`src/rtl/cdc_handshake_responder.sv`:
```
// Destination-side responder of a 4-phase req/ack crossing: synchronises req_in,
// captures data_in once per handshake and answers with a registered ack level.
module cdc_handshake_responder #(
    parameter int                 WIDTH       = 1,
    parameter int                 SYNC_STAGES = 2,
    parameter logic [WIDTH-1:0]   RESET_VAL   = '0,
    parameter int                 TIMEOUT     = 0,
    parameter int                 CNT_W       = 16
) (
    input  logic             dst_clk,
    input  logic             rst,
    input  logic             req_in,
    input  logic [WIDTH-1:0] data_in,
    output logic             ack_out,
    input  logic             dst_rdy,
    output logic [WIDTH-1:0] dst,
    output logic             dst_val,
    output logic             dst_changed,
    output logic [CNT_W-1:0] xfer_cnt,
    output logic             err_timeout,
    output logic             dbg_state
);

    // Handshake: the initiator raises req_in with data_in stable; we capture once
    // (only when dst_rdy), raise ack_out, and drop it after req_in has fallen.
    typedef enum logic {S_IDLE = 1'b0, S_ACK = 1'b1} state_t;

    localparam int                TMO_W   = (TIMEOUT < 2) ? 1 : $clog2(TIMEOUT + 1);
    localparam logic [TMO_W-1:0]  TMO_MAX = TMO_W'(TIMEOUT);

    state_t             state_q, state_d;
    logic [SYNC_STAGES-1:0] sync_q;
    logic               req_s;
    logic               ack_q, ack_d;
    logic [WIDTH-1:0]   dst_q, dst_d;
    logic               val_q, val_d;
    logic               chg_q, chg_d;
    logic [CNT_W-1:0]   cnt_q, cnt_d;
    logic               err_q, err_d;
    logic [TMO_W-1:0]   tmo_q, tmo_d;

    assign req_s = sync_q[SYNC_STAGES-1];

    always_ff @(posedge dst_clk) begin
        if (rst) begin
            state_q <= S_IDLE;
            sync_q  <= '0;
            ack_q   <= 1'b0;
            dst_q   <= RESET_VAL;
            val_q   <= 1'b0;
            chg_q   <= 1'b0;
            cnt_q   <= '0;
            err_q   <= 1'b0;
            tmo_q   <= '0;
        end else begin
            state_q <= state_d;
            sync_q  <= {sync_q[SYNC_STAGES-2:0], req_in};
            ack_q   <= ack_d;
            dst_q   <= dst_d;
            val_q   <= val_d;
            chg_q   <= chg_d;
            cnt_q   <= cnt_d;
            err_q   <= err_d;
            tmo_q   <= tmo_d;
        end
    end

    always_comb begin
        state_d = state_q;
        case (state_q)
            S_IDLE:  if (req_s && dst_rdy) state_d = S_ACK;
            S_ACK:   if (!req_s)           state_d = S_IDLE;
            default:                       state_d = S_IDLE;
        endcase
    end

    always_comb begin
        ack_d = ack_q;
        dst_d = dst_q;
        val_d = 1'b0;
        chg_d = 1'b0;
        cnt_d = cnt_q;
        err_d = err_q;
        tmo_d = tmo_q;
        case (state_q)
            S_IDLE: begin
                if (req_s && dst_rdy) begin
                    dst_d = data_in;
                    val_d = 1'b1;
                    chg_d = (data_in != dst_q);
                    cnt_d = cnt_q + 1'b1;
                    ack_d = 1'b1;
                end
            end
            S_ACK: begin
                if (!req_s) begin
                    ack_d = 1'b0;
                    tmo_d = '0;
                end else if (TIMEOUT != 0) begin
                    // Counter saturates at TIMEOUT; the error flag stays until reset.
                    if (tmo_q != TMO_MAX) tmo_d = tmo_q + 1'b1;
                    if (tmo_d == TMO_MAX) err_d = 1'b1;
                end
            end
            default: ack_d = 1'b0;
        endcase
    end

    assign ack_out     = ack_q;
    assign dst         = dst_q;
    assign dst_val     = val_q;
    assign dst_changed = chg_q;
    assign xfer_cnt    = cnt_q;
    assign err_timeout = err_q;
    assign dbg_state   = state_q;

endmodule

```
`config.mk`:
```
export PLATFORM = sky130hd
export DESIGN_NAME = cdc_handshake_responder
export DESIGN_NICKNAME = d
export VERILOG_FILES = /design/src/rtl/cdc_handshake_responder.sv
export SDC_FILE = /design/constraint.sdc
export NUM_CORES = 1
export LEC_CHECK = 0
export BUFFER_PORTS_ARGS = -buffer_cell sky130_fd_sc_hd__buf_2
export CORE_MARGIN = 4
export CORE_UTILIZATION = 45
export DETAILED_ROUTE_END_ITERATION = 16
export PLACE_DENSITY = 0.73
export SYNTH_ARGS = -nofsm -noshare
export SYNTH_HDL_FRONTEND = slang
export SYNTH_SLANG_ARGS = --single-unit
```
`constraint.sdc`:
```
create_clock -name dst_clk -period 1.7 [get_ports dst_clk]
set_clock_uncertainty 0.1 [all_clocks]
set_input_delay 0.34 -clock dst_clk [delete_from_list [all_inputs] [get_ports dst_clk]]
set_output_delay 0.34 -clock dst_clk [all_outputs]
set_load 0.03 [all_outputs]
```
==> out/metrics.csv, run 1 <==
metric,value,unit
dp_cells,166,
instances_no_fill,170,
synth_nets,113,
ctsRootBufferMaster,clkbuf_4,
stdcell_area,0.00124,mm2
ys_seq_area_frac,0.474,
setup_violations,0,
cp_slowest_stage_delay,0.56,ns
netlist_area,971,um2
wl_per_cell,11.8,um
die_x,54.5,um
final_hold_viol_count,0,
status,"complete, no violations",
cp_slowest_cell,or4_1,
grtUsageMet1,0.179,
ys_ff_latch,23,
drv_slew,0,
drt_iter0_markers,17,
ant_nets,0,
path_cells,and4b_2 > nand3_4 > or4_1 > a21oi_2,
dpl_cell_area,0.00120,mm2
rsz0062_at_grt,no,
cp-start-kind,flop,
grt_overflow_total,0,
grt_pass1_vias,806,
diodes,0,
numCtsBuffers,3,
syn_to_final_growth,27.8,%
ctsHtreeMaxLevel,1,
clock_sinks,23,
syn_area_per_cell,9.07,um2
cts_hold_buf,0,
cp_max_fo,5,
vias,863,
use_met3,0.0245,
globalRouteMet2Util,0.259,
synth.area.top_cells,"dfxtp_1, nor2_1, xnor2_1",
rows,16,
finalCriticalPeriod,1.64,ns
track_usage,0.152,
hp-class,in -> reg,
finalNetCount,150,
routed_wl,2.01,mm
worst_ep_required_time,1.85,ns
dp_slack,-0.0130,ns
postCtsSetupBuffers,0,
core_area,0.00200,mm2
yosys_warnings,0,
maxCapViolations,0,
grt_pass1_wl,3.22,mm
gp_congestion,0.773,
critical_path_class,reg -> reg,
timing.fmax,0.608,GHz
avgViaCountPerCell,5.08,
pwr_density_cell,671,mW/mm2
start_util,0.485,
total_power,833,uW
grt_max_degree,15,
drive_gt1_frac,0.364,
p_leak,0.000531,uW
antenna_found_initial,0,
io_buffers,25,
vdd_ir_drop_max,452,uV
busiest_layer,met2,
synth.top_cell.area_share,0.474,
drc,0,
fin_util,0.620,
synth_cell_types,28,
fin_ws,0.0555,ns
dp_hpwl,1.54,mm
drtPass1Iterations,4,
synth_area_leader_cell,dfxtp_1,
clk_latency,0.30,ns
dieHeight,54.5,um
cts_tree,built,
cp-end-kind,flop,
pin_count,27,
die-area,0.00296,mm2
clk_pin_slew_worst_paths,0.12,ns
synth_cells,107,
crit_arrival,1.79,ns
min_period_over_period,0.967,
clock_path_buffers,2,
flip-flops by register name, summed over array words and instances (netlist names):
name / cells
ack_out: 1
sync_q: 2
dst: 1
dst_changed: 1
xfer_cnt: 16
dst_val: 1
dbg_state: 1
cells in the final DEF (no fill, tap or decap), types with 5 or more instances in the layout:
| master | instances |
|---|---|
| nor2_1 | 18 |
| buf_2 | 25 |
| dfxtp_2 | 6 |
| buf_4 | 11 |
| dfxtp_1 | 16 |
| xnor2_1 | 7 |
| nor3_1 | 5 |
| nand2_1 | 6 |
what timing repair did:
item / 4_1_cts / 5_1_grt
endpoints found under the hold margin: 0 / 0
endpoints found under the setup margin: 0 / 2
resized for setup: 0 / 3
cells in the mapped netlist (all sizes together):
cell type  number
a21oi           4
and3            1
and4            1
and4b           1
buf             1
clkbuf          3
conb            1
dfxtp          23
ha              1
inv             4
mux2            2
mux2i           2
nand2           6
nand3           4
nand3b          1
nand4           4
nand4b          1
nor2           18
nor2b           3
nor3            5
nor3b           1
nor4            2
o21ai           2
o31ai           2
or4             3
xnor2           7
xor2            4
path summary, 6_finish.rpt:
check | from | endpoint | slack [ns] | cells past startpoint
hold reg to reg | sync_q[0] | sync_q[1] | 0.35 | 1
setup / recovery | dbg_state | xfer_cnt[13] | 0.06 | 4
setup reg to reg | dbg_state | xfer_cnt[13] | 0.06 | 4
hold / removal | req_in | sync_q[0] | 0.15 | 2
worst max-delay path: cells and delay by family, from the launching register on:
family	cells	cell delay (ns)
flops	1	0.34
simple gates	3	1.00
compound gates	1	0.17
logic make-up after synthesis:
group | after synthesis | synth area share
and+or+nand+nor | 51 | 0.285
DFF | 23 | 0.474
xor gates and xnor gates | 11 | 0.0992
AOI/OAI and AO/OA | 8 | 0.0464
buffers and inverters | 8 | 0.0348
muxes | 4 | 0.0438
adders and majority gates | 1 | 0.0129
other | 1 | 0.00386
where the power goes:
part           switching, uW  internal (uW)  total [uW]  leakage [uW]
clock network            151           91.5         243     0.0000150
registers               4.33            543         547      0.000190
logic                   28.1           15.6        43.6      0.000326
final cells by class:
type	instances	area, um2
repair buffers	36	208
fillers	187	761
multi-input cells	76	487
flip-flops and latches	23	472
inverters	4	15.0
well taps	27	33.8
clock buffers	4	26.3
metrics by stage:
step	hold WS [ns]	TNS, ns
finish	0.149	0
global route	0.175	0
CTS	0.136	0
detailed placement	0.334	-0.0130
global placement	0.330	0
floorplan	0.314	0
metal layers:
layer	up-vias	wire length, um
met5	-	0
met3	4	118
met2	31	967
met4	0	38
met1	385	882
li1	443	-
No activity file was read; power rests on OpenSTA's default activity.
==> inputs of run 2 (changes only) <==
--- a/config.mk
+++ b/config.mk
@@ -7,9 +7,9 @@
 export LEC_CHECK = 0
 export BUFFER_PORTS_ARGS = -buffer_cell sky130_fd_sc_hd__buf_2
 export CORE_MARGIN = 4
-export CORE_UTILIZATION = 45
+export CORE_UTILIZATION = 25
 export DETAILED_ROUTE_END_ITERATION = 16
-export PLACE_DENSITY = 0.73
+export SLEW_MARGIN = 20
 export SYNTH_ARGS = -nofsm -noshare
 export SYNTH_HDL_FRONTEND = slang
 export SYNTH_SLANG_ARGS = --single-unit
==> run 2 against run 1 <==
Total power is 11% higher. Global-route usage is 6.2 points lower. Combinational power is 5% higher. First-iteration DRC count grew to 2.6 times the previous value. Clock power is 37% higher. Flip-flop and latch count stayed put. Worst setup slack better by 0.038 ns. Sequential share of layout area is 1.1 points lower. Die area is 67% higher. Cell count is 12% higher. Largest power group unchanged.
==> out/metrics.csv, run 2 (same netlist as run 1, synthesis figures left out) <==
metric,value,unit,change
stdcell_area,0.00128,mm2,+2.8%
cp_slowest_cell,dfxtp_4,,
cts_tree,built,,
globalRouteMet2Util,0.156,,-0.103
postCtsSetupBuffers,0,,unchanged
use_met3,0.0432,,+0.0186
die_x,70.3,um,+29%
p_leak,0.000536,uW,+1.0%
critPathLaunch,xfer_cnt[2],,
largest_reg_flops,16,,unchanged
path_cells,and4b_2 > nand3_4 > nor4_2 > mux2_2,,
diodes,0,,unchanged
vdd_ir_drop_max,510,uV,+13%
die-area,0.00494,mm2,+67%
wl_per_cell,11.0,um,-6.6%
gp_congestion,0.833,,+7.7%
setup_violations,0,,unchanged
drtPass1Iterations,4,,unchanged
pwr_density_cell,724,mW/mm2,+7.9%
dp_hpwl,1.62,mm,+5.5%
clock_sinks,23,,unchanged
holdPathStages,2,,unchanged
mostFrequentLayoutCells,"buf_2, nor2_1, dfxtp_1",,
io_buffers,25,,unchanged
dieHeight,70.3,um,+29%
dpl_cell_area,0.00122,mm2,+1.6%
drive_gt1_frac,0.352,,-0.0115
finalNetCount,149,,-0.67%
num-fill-cells,398,,+110%
rr_endpoint,xfer_cnt[15],,
ctsRootBufferMaster,clkbuf_8,,
cp_max_fo,6,,+1
fin_ws,0.0940,ns,+0.0384 ns
rows,22,,+6
numCtsBuffers,3,,unchanged
hp-class,in -> reg,,
pin_count,27,,unchanged
worst_ep_required_time,1.75,ns,-0.10 ns
min_period_over_period,0.945,,-0.0226
drt_iter0_markers,45,,+28
clk_pin_slew_worst_paths,0.08,ns,-0.04 ns
start_util,0.261,,-0.224
r2r_cells,4,,unchanged
antenna_found_initial,0,,unchanged
setup-tns-final,0,ns,unchanged
status,"complete, no violations",,
timing.rr.start,xfer_cnt[2],,
cp-start-kind,flop,,
routed_wl,2.09,mm,+4.3%
cts_hold_buf,0,,unchanged
vias,817,,-5.3%
avgViaCountPerCell,4.30,,-15%
critical_path_class,reg -> reg,,
grt_pass1_wl,3.61,mm,+12%
grt_pass1_vias,829,,+2.9%
grtUsageMet1,0.100,,-0.0784
dp_cells,186,,+12%
busiest_layer,met2,,
timing.fmax,0.623,GHz,+2.4%
finalCriticalPeriod,1.61,ns,-0.0384 ns
instances_no_fill,190,,+12%
drv_slew,0,,unchanged
grt_overflow_total,0,,unchanged
crit_arrival,1.66,ns,-0.13 ns
maxCapViolations,0,,unchanged
syn_to_final_growth,31.4,%,
final_common_cell,buf_2,,
cp-end-kind,flop,,
ctsHtreeMaxLevel,1,,unchanged
min_from,req_in,,
drc,0,,unchanged
dp_slack,-0.0300,ns,-0.0170 ns
final_hold_viol_count,0,,unchanged
rrSetupSlack,0.09,ns,+0.04 ns
core_area,0.00372,mm2,+86%
clock_path_buffers,2,,unchanged
clk_latency,0.26,ns,-0.04 ns
grt_max_degree,16,,+1
rsz0062_at_grt,no,,
cp_slowest_stage_delay,0.37,ns,-0.19 ns
ant_nets,0,,unchanged
track_usage,0.0904,,-0.0616
min_to,sync_q[0],,
## run 2: worst max path at each step
stage,to
after floorplan,xfer_cnt[15]
after global placement,xfer_cnt[15]
after detailed placement,xfer_cnt[15]
after CTS,xfer_cnt[15]
after global routing,xfer_cnt[13]
final,xfer_cnt[15]
## run 2: per-stage QoR
step                      hold slack, ns  power [uW]  utilization
after floorplan                    0.314         588            -
after global placement             0.324         603        0.329
after detailed placement           0.325         604        0.329
after CTS                          0.177         948        0.341
after global routing               0.190         972        0.343
final                              0.189         924        0.343
## run 2: layer usage
metal,vias to the layer above,routed length (um)
met4,0,11
li1,434,-
met1,366,917
met3,2,140
met2,15,1020
met5,-,0
## run 2: layout make-up
class | instances | area [um2] | share of cell area
Timing Repair Buffer | 35 | 200 | 0.157
Tap cell | 48 | 60.1 | 0.0471
Multi-Input combinational cell | 76 | 485 | 0.380
Sequential cell | 23 | 470 | 0.369
Inverter | 4 | 15.0 | 0.0118
Clock buffer | 4 | 45.0 | 0.0353
## run 2: timing repair
action | CTS | global route
gates resized for setup | 0 | 2
endpoints found under the hold margin | 0 | 0
setup endpoints to repair | 0 | 1
## run 2: where the power goes
| part | leakage [uW] | switching, uW | internal, uW |
|---|---|---|---|
| Combinational | 0.000324 | 29.0 | 16.6 |
| Clock | 0.0000228 | 166 | 167 |
| Sequential | 0.000189 | 3.64 | 542 |
## run 2: worst max-delay path, delay by kind of cell (launching register included)
family        cells  cell delay [ns]
mux               1             0.36
flops             1             0.37
simple gates      3             0.67
